[src/rtl/combo_solver_pkg.sv]
// Shared definitions for the light/button combination solvers:
// FSM state encoding, count-width helper and popcount.
package combo_solver_pkg;

    typedef enum logic [1:0] {
        ST_IDLE,
        ST_COMPUTE,
        ST_DONE
    } state_t;

    // Bits needed to hold a press count of 0..max_buttons.
    function automatic int cw_width(input int max_buttons);
        return $clog2(max_buttons + 1);
    endfunction

    function automatic int unsigned popcount(input logic [31:0] v);
        int unsigned c;
        c = 0;
        for (int unsigned i = 0; i < 32; i++) begin
            c = c + {31'd0, v[i]};
        end
        return c;
    endfunction

endpackage

[src/rtl/combo_lane_eval.sv]
// One evaluation lane: XOR of the buttons selected by a subset mask,
// compared against the target, plus the subset's press count.
module combo_lane_eval
    import combo_solver_pkg::*;
#(
    parameter int MAX_LIGHT_COUNT  = 10,
    parameter int MAX_BUTTON_COUNT = 13,
    parameter int CW               = cw_width(MAX_BUTTON_COUNT)
) (
    input  logic [MAX_BUTTON_COUNT-1:0]                 subset,
    input  logic [MAX_LIGHT_COUNT*MAX_BUTTON_COUNT-1:0] buttons,
    input  logic [MAX_LIGHT_COUNT-1:0]                  target,
    input  logic                                        lane_en,
    output logic                                        match,
    output logic [CW-1:0]                               press_count
);

    logic [MAX_LIGHT_COUNT-1:0] lights;

    always_comb begin
        lights = '0;
        for (int unsigned i = 0; i < MAX_BUTTON_COUNT; i++) begin
            if (subset[i]) begin
                lights = lights ^ buttons[i*MAX_LIGHT_COUNT +: MAX_LIGHT_COUNT];
            end
        end
    end

    assign match       = lane_en && (lights == target);
    assign press_count = CW'(popcount(32'(subset)));

endmodule

[src/rtl/combo_solver_multilane.sv]
// Multi-lane combination solver: sweeps all button subsets LANES at a time
// and reports the minimum-press matching subset over a valid/ready handshake.
module combo_solver_multilane
    import combo_solver_pkg::*;
#(
    parameter int MAX_LIGHT_COUNT  = 10,
    parameter int MAX_BUTTON_COUNT = 13,
    parameter int LANES            = 4,
    parameter int EARLY_EXIT       = 1,
    localparam int CW              = cw_width(MAX_BUTTON_COUNT)
) (
    input  logic                                        clk,
    input  logic                                        reset,
    input  logic                                        in_valid,
    output logic                                        in_ready,
    input  logic [MAX_LIGHT_COUNT*MAX_BUTTON_COUNT-1:0] buttons_flattened,
    input  logic [MAX_LIGHT_COUNT-1:0]                  expect_lights,
    input  logic [CW-1:0]                               num_buttons,
    output logic                                        out_valid,
    input  logic                                        out_ready,
    output logic [CW-1:0]                               min_presses,
    output logic [MAX_BUTTON_COUNT-1:0]                 best_mask,
    output logic                                        found
);

    localparam int MBC = MAX_BUTTON_COUNT;
    localparam int MLC = MAX_LIGHT_COUNT;

    state_t               state;
    logic [MBC:0]         base;
    logic [CW-1:0]        n_reg;
    logic [MLC*MBC-1:0]   btn_reg;
    logic [MLC-1:0]       target_reg;

    logic [CW-1:0]        n_clamp;
    logic [MLC*MBC-1:0]   btn_masked;
    logic [MBC:0]         limit;

    logic [MBC:0]         lane_s     [LANES];
    logic                 lane_match [LANES];
    logic [CW-1:0]        lane_cnt   [LANES];

    logic                 sel_hit;
    logic [CW-1:0]        sel_cnt;
    logic [MBC-1:0]       sel_mask;
    logic                 improve;
    logic [CW-1:0]        next_best_cnt;
    logic [MBC+1:0]       next_base_ext;
    logic                 last_chunk;
    logic                 early_stop;

    // Buttons beyond the in-use count are zeroed at capture so the lanes never see them.
    always_comb begin
        n_clamp    = (num_buttons > CW'(MBC)) ? CW'(MBC) : num_buttons;
        btn_masked = '0;
        for (int unsigned i = 0; i < MBC; i++) begin
            if (i < 32'(n_clamp)) begin
                btn_masked[i*MLC +: MLC] = buttons_flattened[i*MLC +: MLC];
            end
        end
    end

    assign limit = (MBC+1)'(1) << n_reg;

    for (genvar g = 0; g < LANES; g++) begin : g_lane
        assign lane_s[g] = base + (MBC+1)'(g);

        combo_lane_eval #(
            .MAX_LIGHT_COUNT  (MLC),
            .MAX_BUTTON_COUNT (MBC),
            .CW               (CW)
        ) u_lane (
            .subset      (lane_s[g][MBC-1:0]),
            .buttons     (btn_reg),
            .target      (target_reg),
            .lane_en     (lane_s[g] < limit),
            .match       (lane_match[g]),
            .press_count (lane_cnt[g])
        );
    end

    // Strict less-than keeps the lowest-index lane on popcount ties.
    always_comb begin
        sel_hit  = 1'b0;
        sel_cnt  = CW'(MBC);
        sel_mask = '0;
        for (int unsigned j = 0; j < LANES; j++) begin
            if (lane_match[j] && (!sel_hit || (lane_cnt[j] < sel_cnt))) begin
                sel_hit  = 1'b1;
                sel_cnt  = lane_cnt[j];
                sel_mask = lane_s[j][MBC-1:0];
            end
        end
    end

    assign improve       = sel_hit && (sel_cnt < min_presses);
    assign next_best_cnt = improve ? sel_cnt : min_presses;
    assign next_base_ext = {1'b0, base} + (MBC+2)'(LANES);
    assign last_chunk    = next_base_ext >= {1'b0, limit};
    assign early_stop    = (EARLY_EXIT != 0) && (next_best_cnt <= CW'(1));

    always_ff @(posedge clk) begin
        if (reset) begin
            state       <= ST_IDLE;
            in_ready    <= 1'b1;
            out_valid   <= 1'b0;
            min_presses <= '0;
            best_mask   <= '0;
            found       <= 1'b0;
            base        <= '0;
            n_reg       <= '0;
            btn_reg     <= '0;
            target_reg  <= '0;
        end else begin
            case (state)
                ST_IDLE: begin
                    if (in_valid) begin
                        btn_reg     <= btn_masked;
                        target_reg  <= expect_lights;
                        n_reg       <= n_clamp;
                        base        <= '0;
                        min_presses <= CW'(MBC);
                        best_mask   <= '0;
                        found       <= 1'b0;
                        in_ready    <= 1'b0;
                        state       <= ST_COMPUTE;
                    end
                end
                ST_COMPUTE: begin
                    if (improve) begin
                        min_presses <= sel_cnt;
                        best_mask   <= sel_mask;
                        found       <= 1'b1;
                    end
                    base <= base + (MBC+1)'(LANES);
                    if (last_chunk || early_stop) begin
                        out_valid <= 1'b1;
                        state     <= ST_DONE;
                    end
                end
                ST_DONE: begin
                    if (out_ready) begin
                        out_valid <= 1'b0;
                        in_ready  <= 1'b1;
                        state     <= ST_IDLE;
                    end
                end
                default: begin
                    state <= ST_IDLE;
                end
            endcase
        end
    end

endmodule

[config.mk]
export PLATFORM = sky130hd
export DESIGN_NAME = combo_solver_multilane
export DESIGN_NICKNAME = d
export VERILOG_FILES = /design/src/rtl/combo_solver_pkg.sv /design/src/rtl/combo_lane_eval.sv /design/src/rtl/combo_solver_multilane.sv
export SDC_FILE = /design/constraint.sdc
export NUM_CORES = 1
export LEC_CHECK = 0
export CAP_MARGIN = 20
export CELL_PAD_IN_SITES_DETAIL_PLACEMENT = 0
export CELL_PAD_IN_SITES_GLOBAL_PLACEMENT = 2
export CORE_MARGIN = 2
export CORE_UTILIZATION = 29
export CTS_CLUSTER_SIZE = 8
export DETAILED_ROUTE_END_ITERATION = 10
export DONT_BUFFER_PORTS = 1
export HOLD_SLACK_MARGIN = 0.03
export PLACE_DENSITY_LB_ADDON = 0.1
export SETUP_SLACK_MARGIN = 0.4
export SYNTH_ARGS = -nofsm -noshare
export SYNTH_HDL_FRONTEND = slang
export SYNTH_SLANG_ARGS = --single-unit
export TNS_END_PERCENT = 20
[constraint.sdc]
create_clock -name clk -period 11.2 [get_ports clk]
set_clock_uncertainty 0.05 [all_clocks]
set_input_delay 2.24 -clock clk [delete_from_list [all_inputs] [get_ports clk]]
set_output_delay 2.24 -clock clk [all_outputs]
set_load 0.005 [all_outputs]
## Yosys cells after proc, flatten, opt, wreduce, memory -nomap -nowiden

Index checks and enable logic that the tools add are counted.

| storage, ports and cells | value |
|---|---|
| input port bits | 148 |
| bits in registers | 180 |
| word-level logic and storage cells | 269 |

| cells by class | value |
|---|---|
| bitwise logic cells | 48 |
| equality and inequality tests | 10 |
| order comparisons | 24 |
| shift operators | 1 |
| multiplexer cells | 98 |
| add/sub/neg operators | 53 |
| reduce and logical (&&, ||, !) cells | 25 |

Operator list:

| operator | number |
|---|---|
| 10-bit 2-to-1 mux | 65 |
| 10-bit bitwise XOR | 48 |
| 4-bit by 1-bit adder with 4-bit output | 44 |
| 13-bit 2-to-1 mux | 6 |
| 14-bit less-than comparator | 4 |
| 10-bit == test | 4 |
| 14-bit by 2-bit adder with 14-bit output, second input constant | 2 |
| 4-bit 2-to-1 mux | 7 |
| 14-bit case mux with 2 select lines | 1 |
| 13-bit case mux with 2 select lines | 1 |
| 4-bit less-than comparator, first input constant | 5 |
| 3-bit by 4-bit less-than comparator with 1-bit output, first input constant | 4 |
| 4-bit less-than comparator | 4 |
| 14-bit by 3-bit adder with 15-bit output, second input constant | 1 |
| 15-bit by 14-bit >= comparator with 1-bit output | 1 |
| 14-bit by 1-bit adder with 14-bit output, second input constant | 1 |
| 14-bit by 3-bit adder with 14-bit output, second input constant | 1 |
| 14-bit 2-to-1 mux | 1 |
| 1-bit by 4-bit << shifter with 14-bit output, first input constant | 1 |
| 3-bit AND reduction | 4 |
| 1-bit 2-to-1 mux | 9 |
| 1-bit by 1-bit adder with 2-bit output | 4 |
| 1-bit logical AND | 8 |
| 1-bit by 4-bit less-than comparator with 1-bit output, first input constant | 2 |
| 15 further kinds | 31 |

## Longest topological paths before layout

| depth | value |
|---|---|
| depth after elaboration | 47 |
| depth in mapped cells | 46 |
| gate-level depth less buffers | 42 |

## Hierarchy

Synthesis repeated with hierarchy kept, for this count alone.

| second synthesis, totals | value |
|---|---|
| cells, all modules | 2161 |
| area, all modules | 17046.3 um^2 |

Modules (own cells, without submodules):

| module | cells each | times used | area each (um^2) | sequential area each (um^2) |
|---|---|---|---|---|
| combo_solver_multilane | 1009 | 1 | 8436.8 | 3563.4 |
| combo_lane_eval at g_lane[0].u_lane ... | 288 | 3 | 2153.3 | 0.0 |
| combo_lane_eval at g_lane[2].u_lane | 288 | 1 | 2149.6 | 0.0 |

## Worst setup path before layout

OpenSTA, ideal clock, no wires.

| timing | value |
|---|---|
| path type | register -> register |
| start | reg base[6] |
| end | reg best_mask[10] |
| buffers on the path | 4 |
| required time | 11031 ps |
| cell stages (with the launch flop) | 43 |
| slack | 1783 ps |
| setup time | 119 ps |
| arrival | 9247 ps |
| clock period less this slack | 9417 ps |
| path through | dfxtp_1 -> buf_2 -> buf_2 -> inv_1 -> fa_1 -> fa_1 -> fa_1 -> fa_1 -> inv_1 -> ha_1 -> fa_1 -> inv_1 -> nor2_1 -> inv_1 -> ha_1 -> a21o_1 -> a21o_1 -> a21oi_1 -> [... 7 more ...] -> o21ai_0 -> ha_1 -> o21a_1 -> o21a_1 -> o22ai_1 -> a21oi_1 -> nor2_1 -> mux2i_1 -> ha_1 -> a21o_1 -> a21oi_1 -> nand2_1 -> nor2_1 -> a21o_4 -> o21a_1 -> buf_4 -> buf_2 -> o21ai_1 |

| on the way | value |
|---|---|
| longest elaborated chain between the ends | 32 |
| elaborated cells on any way between the ends | 125 |

Ends and longest elaborated chain:

| element | line | source |
|---|---|---|
| start: declaration | combo_solver_multilane.sv:30 | `logic [MBC:0] base;` |
| start signal: assignment | combo_solver_multilane.sv:135 | `base <= base + (MBC+1)'(LANES);` |
| branches (longest 32 deep; another with 14-bit by 1-bit adder with 14-bit output) | - |  |
| end signal: assignment | combo_solver_multilane.sv:132 | `best_mask <= sel_mask;` |
| end: declaration | combo_solver_multilane.sv:22 | `output logic [MAX_BUTTON_COUNT-1:0] best_mask,` |

Several ways; the timed one is not identified. The select of a mux whose other input is x is not followed.
A chain may end at the register's enable or synchronous reset.

## Worst setup path after layout

| timing | value |
|---|---|
| start | reg base[8] |
| end | reg best_mask[3] |

| on the way | value |
|---|---|
| longest elaborated chain between the ends | 28 |
| elaborated cells on any way between the ends | 101 |

Ends and longest elaborated chain:

| element |
|---|
| branches (longest 28 deep; another with 14-bit by 1-bit adder with 14-bit output) |

Several ways; the timed one is not identified. The select of a mux whose other input is x is not followed.

==> results.txt <==
* Filler instances: 4,264
* # diodes: 0
- Measured along the x axis, the die boundary spans 205 um.
* Clock tree from TritonCTS: done
- Maximum number of pins on one net before global-route repair: 180
* Largest voltage drop on the vdd net: 0.0000984 V
- Port buffering added 0 buffers.
- The tree is rooted in a clkbuf_16.
- For this run, the slowest stage of the critical path takes 0.53 ns.
- Total placed cells including tap cells: 1,893
* Combined global-route utilization of all metal layers: 21.6%
- The analysis attributes to cell leakage a power of 4.89 nW.
* Kind of capture point of the worst setup path: flip-flop
* Warnings, synthesis: 0
* Worst-path clk slew: 0.08 ns
- The internal power of the cells totals 1.23 mW.
* Least setup slack across all paths after layout: 1.13 ns
- Layout overhead on the synthesized area: 8.91%
* Floorplan row count: 73
- The wire-length estimate of the detail-placed layout is 33,800 um.
* Antenna violations before repair: 3
- Max-cap violations in this run came to 0.
* Clock Sinks: 178
* Worst min-delay path startpoint: btn_reg[36]
* Master of the slowest instance on the critical path: fa_1
* Setup slack of the most critical reg-to-reg path: 1.13 ns
- Switching portion of total power: 36.3%
* Most used standard cells in the synthesized netlist: nand2_1 (196), dfxtp_1 (178), nor2_1 (165)
* Status: finished, final reports clean
* R2r endpoint: best_mask[3]
- Final number of setup-violating endpoints: 0
- Of all flip-flops after synthesis, the portion carrying an async set or reset was 0%.
- The worst pin sits at a relative slew slack of 24.8%.
* Number of global-route vias before repair: 9,948
* Total of hold buffers inserted after clock tree synthesis: 0
- Slew @ Worst Pin: 1.13 ns
- Number of distinct library cell variants in the gate-level netlist after synthesis: 72
* Post-CTS Setup Inserts: 0
* Place WS: 0.797 ns
* Crit path max fanout: 20
* Initial Utilization: 29.4%
- Relative contribution of the clock network to total power: 32.8%
* Minimum clock period: 10.07 ns
- After detailed routing, the average wire length per cell comes to 23.0 um.
- I/O pin count: 168
* Startpoint type of the worst setup path: flip-flop
* Area inside the core boundary: 39,700 um2
- Library cell with the highest instance count after synthesis: nand2_1
* Syn_nets: 1,686
- The first global-routing pass estimated 65,600 um of wire.
- Sequential area share after synthesis: 30.5%
- For the worst-skew pair, the clock arrives at the later sink with an insertion delay of 0.48 ns.
- Summed over its instances, the top area cell type makes up 30.5% of the synthesized netlist area.
- Final Hold Slack: 0.396 ns
* Final worst-path cycle share: 89.9%
* Synthesized area per cell: 8.12 um2
- The synthesized design contains 0 enable-type register cells.
* Worst endpoint required time: 11.56 ns
- In this run the worst setup path begins at base[8].
* Final Power: 1.94 mW
- Via-per-instance ratio: 5.08
- The detailed router finished its first iteration with 644 violations.
* Leading cell types by total area after synthesis: dfxtp_1 (30%), ha_1 (8.0%), a22oi_1 (7.0%), nand2_1 (6.3%), xnor2_1 (5.5%)
- The die is 205 um tall.
* Combinational share of power: 29.2%
- Sequential group share of total power: 38.0%
- For the worst flop-to-flop path, the logic depth is 44.
- The final max-slew violation count came to 0.
* Net switching power: 0.702 mW
* Final weighted congestion in routability-driven placement: 0.829
* Cell type with the highest aggregate area in the netlist: dfxtp_1
- Main flop type after synthesis: dfxtp_1
- Along the worst hold path, the cell count comes to 2.
* Maximum buffer depth of the clock tree: 2
- Wires add up to 44,300 um.
- Counting flops and latches in the post-synthesis netlist gives 178.
- Buffers inserted during clock tree synthesis total 17.
- CTS built an H-tree with a depth of 4.
* Post-synthesis cell area: 11,700 um2
* Class of the tightest hold or removal check: reg -> reg
- The floorplan step defined a die boundary enclosing 41,900 um2.
* Fmax achieved: 99.3 MHz
- The worst hold path terminates at btn_reg[36].
- Worst flop-to-flop path startpoint: base[8]
- For this run the aggregate overflow at the end of global routing stands at 0.
* Length of the first detailed-routing pass in iterations: 7
* Fraction of final layout cells with drive strength greater than 1: 5.65%
- Total vias in the final route: 9,782
- Cells after Synth: 1,441
- At the end of the flow, the number of nets in the layout was 1,632.
- Once detail routing completed, the nets flagged for antenna violations numbered 0.
- Final setup TNS: 0 ns
- The finished layout holds 1,924 standard cells, fillers aside.
- The register with the most flip-flops in the layout has 130 of them.
- For this run, design rule violations remaining after detail routing come to 0.
* Number of hold violations in the final report: 0
* Type of the worst setup path: reg -> reg
- For this design the ratio of total power to cell area is 152 nW/um2.
* Data arrival at the endpoint of the critical path: 10.43 ns
* Unrepaired setup endpoints after global routing: false
* Number of gates resized after cts: 0
[layer usage]
metal  vias to the layer above  GRT usage (%)  routed length (um)
li1                       4868              -                   -
met5                         -              0                  44
met4                         6           6.63                 869
met1                      4706           28.8               20900
met3                        35           4.92                1830
met2                       167           34.5               20700
[stage by stage]
step	instance area [um2]	util (%)
3_3_place_gp	12100	30.5
4_1_cts	12700	32.0
5_1_grt	12700	32.1
2_1_floorplan	11700	-
6_report	12700	32.1
3_5_place_dp	12100	30.5
[layout by cell type (no fill, tap or decap), types with 7 or more instances in the layout]
cell type  instances
a21o_1            25
a21oi_1           86
a22oi_1          109
and3_1            11
buf_4             22
clkbuf_16         17
dfxtp_1          177
fa_1              22
ha_1              75
inv_1             56
mux2i_1            7
nand2_1          196
nand2b_1          26
nand3_1           61
nand4_1            9
nor2_1           163
nor2b_1           11
nor3_1            13
o21a_1             9
o21ai_0           27
o21ai_1           15
xnor2_1           73
xnor3_1           10
xor2_1            63
[cell families (layout without fill, tap and decap cells)]
logic type | Yosys count | count (layout) | synth area share [%]
DFF | 178 | 178 | 30.5
buffers and inverters | 151 | 109 | 5.24
xor gates and xnor gates | 151 | 151 | 12.8
adders and majority gates | 97 | 97 | 11.8
and+or+nand+nor | 526 | 526 | 20.0
other | 1 | 1 | 0.0321
AOI/OAI and AO/OA | 325 | 325 | 18.6
muxes | 12 | 12 | 1.08
[power groups by stage]
stage | Sequential [mW] | Clock (mW) | Combinational, mW
2_1_floorplan | 0.724 | 0 | 0.433
3_3_place_gp | 0.750 | 0 | 0.568
3_5_place_dp | 0.750 | 0 | 0.567
4_1_cts | 0.736 | 0.658 | 0.571
5_1_grt | 0.743 | 0.677 | 0.635
6_report | 0.736 | 0.634 | 0.566
[worst max-delay path: cells and delay by family, from the launching register on]
kind	cells	cell delay (ns)
compound gates	17	3.12
fa+ha+maj	10	3.73
mux	2	0.65
buf+inv	8	1.03
flops	1	0.47
simple gates	7	0.93
[final cells by class]
cell class              count  area (um2)  area share [%]
multi-input cells        1112        7550            59.3
inverters                  56         210            1.65
well taps                 525         657            5.16
repair buffers             22         165            1.30
clock buffers              18         439            3.45
flip-flops and latches    178        3560            28.0
clock inverters            13         153            1.20
[how the worst max path moves through the flow]
stage	to	slack (ns)
after floorplan	best_mask[10]	1.78
final	best_mask[3]	1.13
after global placement	best_mask[2]	0.97
after global routing	best_mask[3]	0.42
after CTS	best_mask[2]	0.73
after detailed placement	best_mask[2]	0.80
No activity file was read; power rests on OpenSTA's default activity.
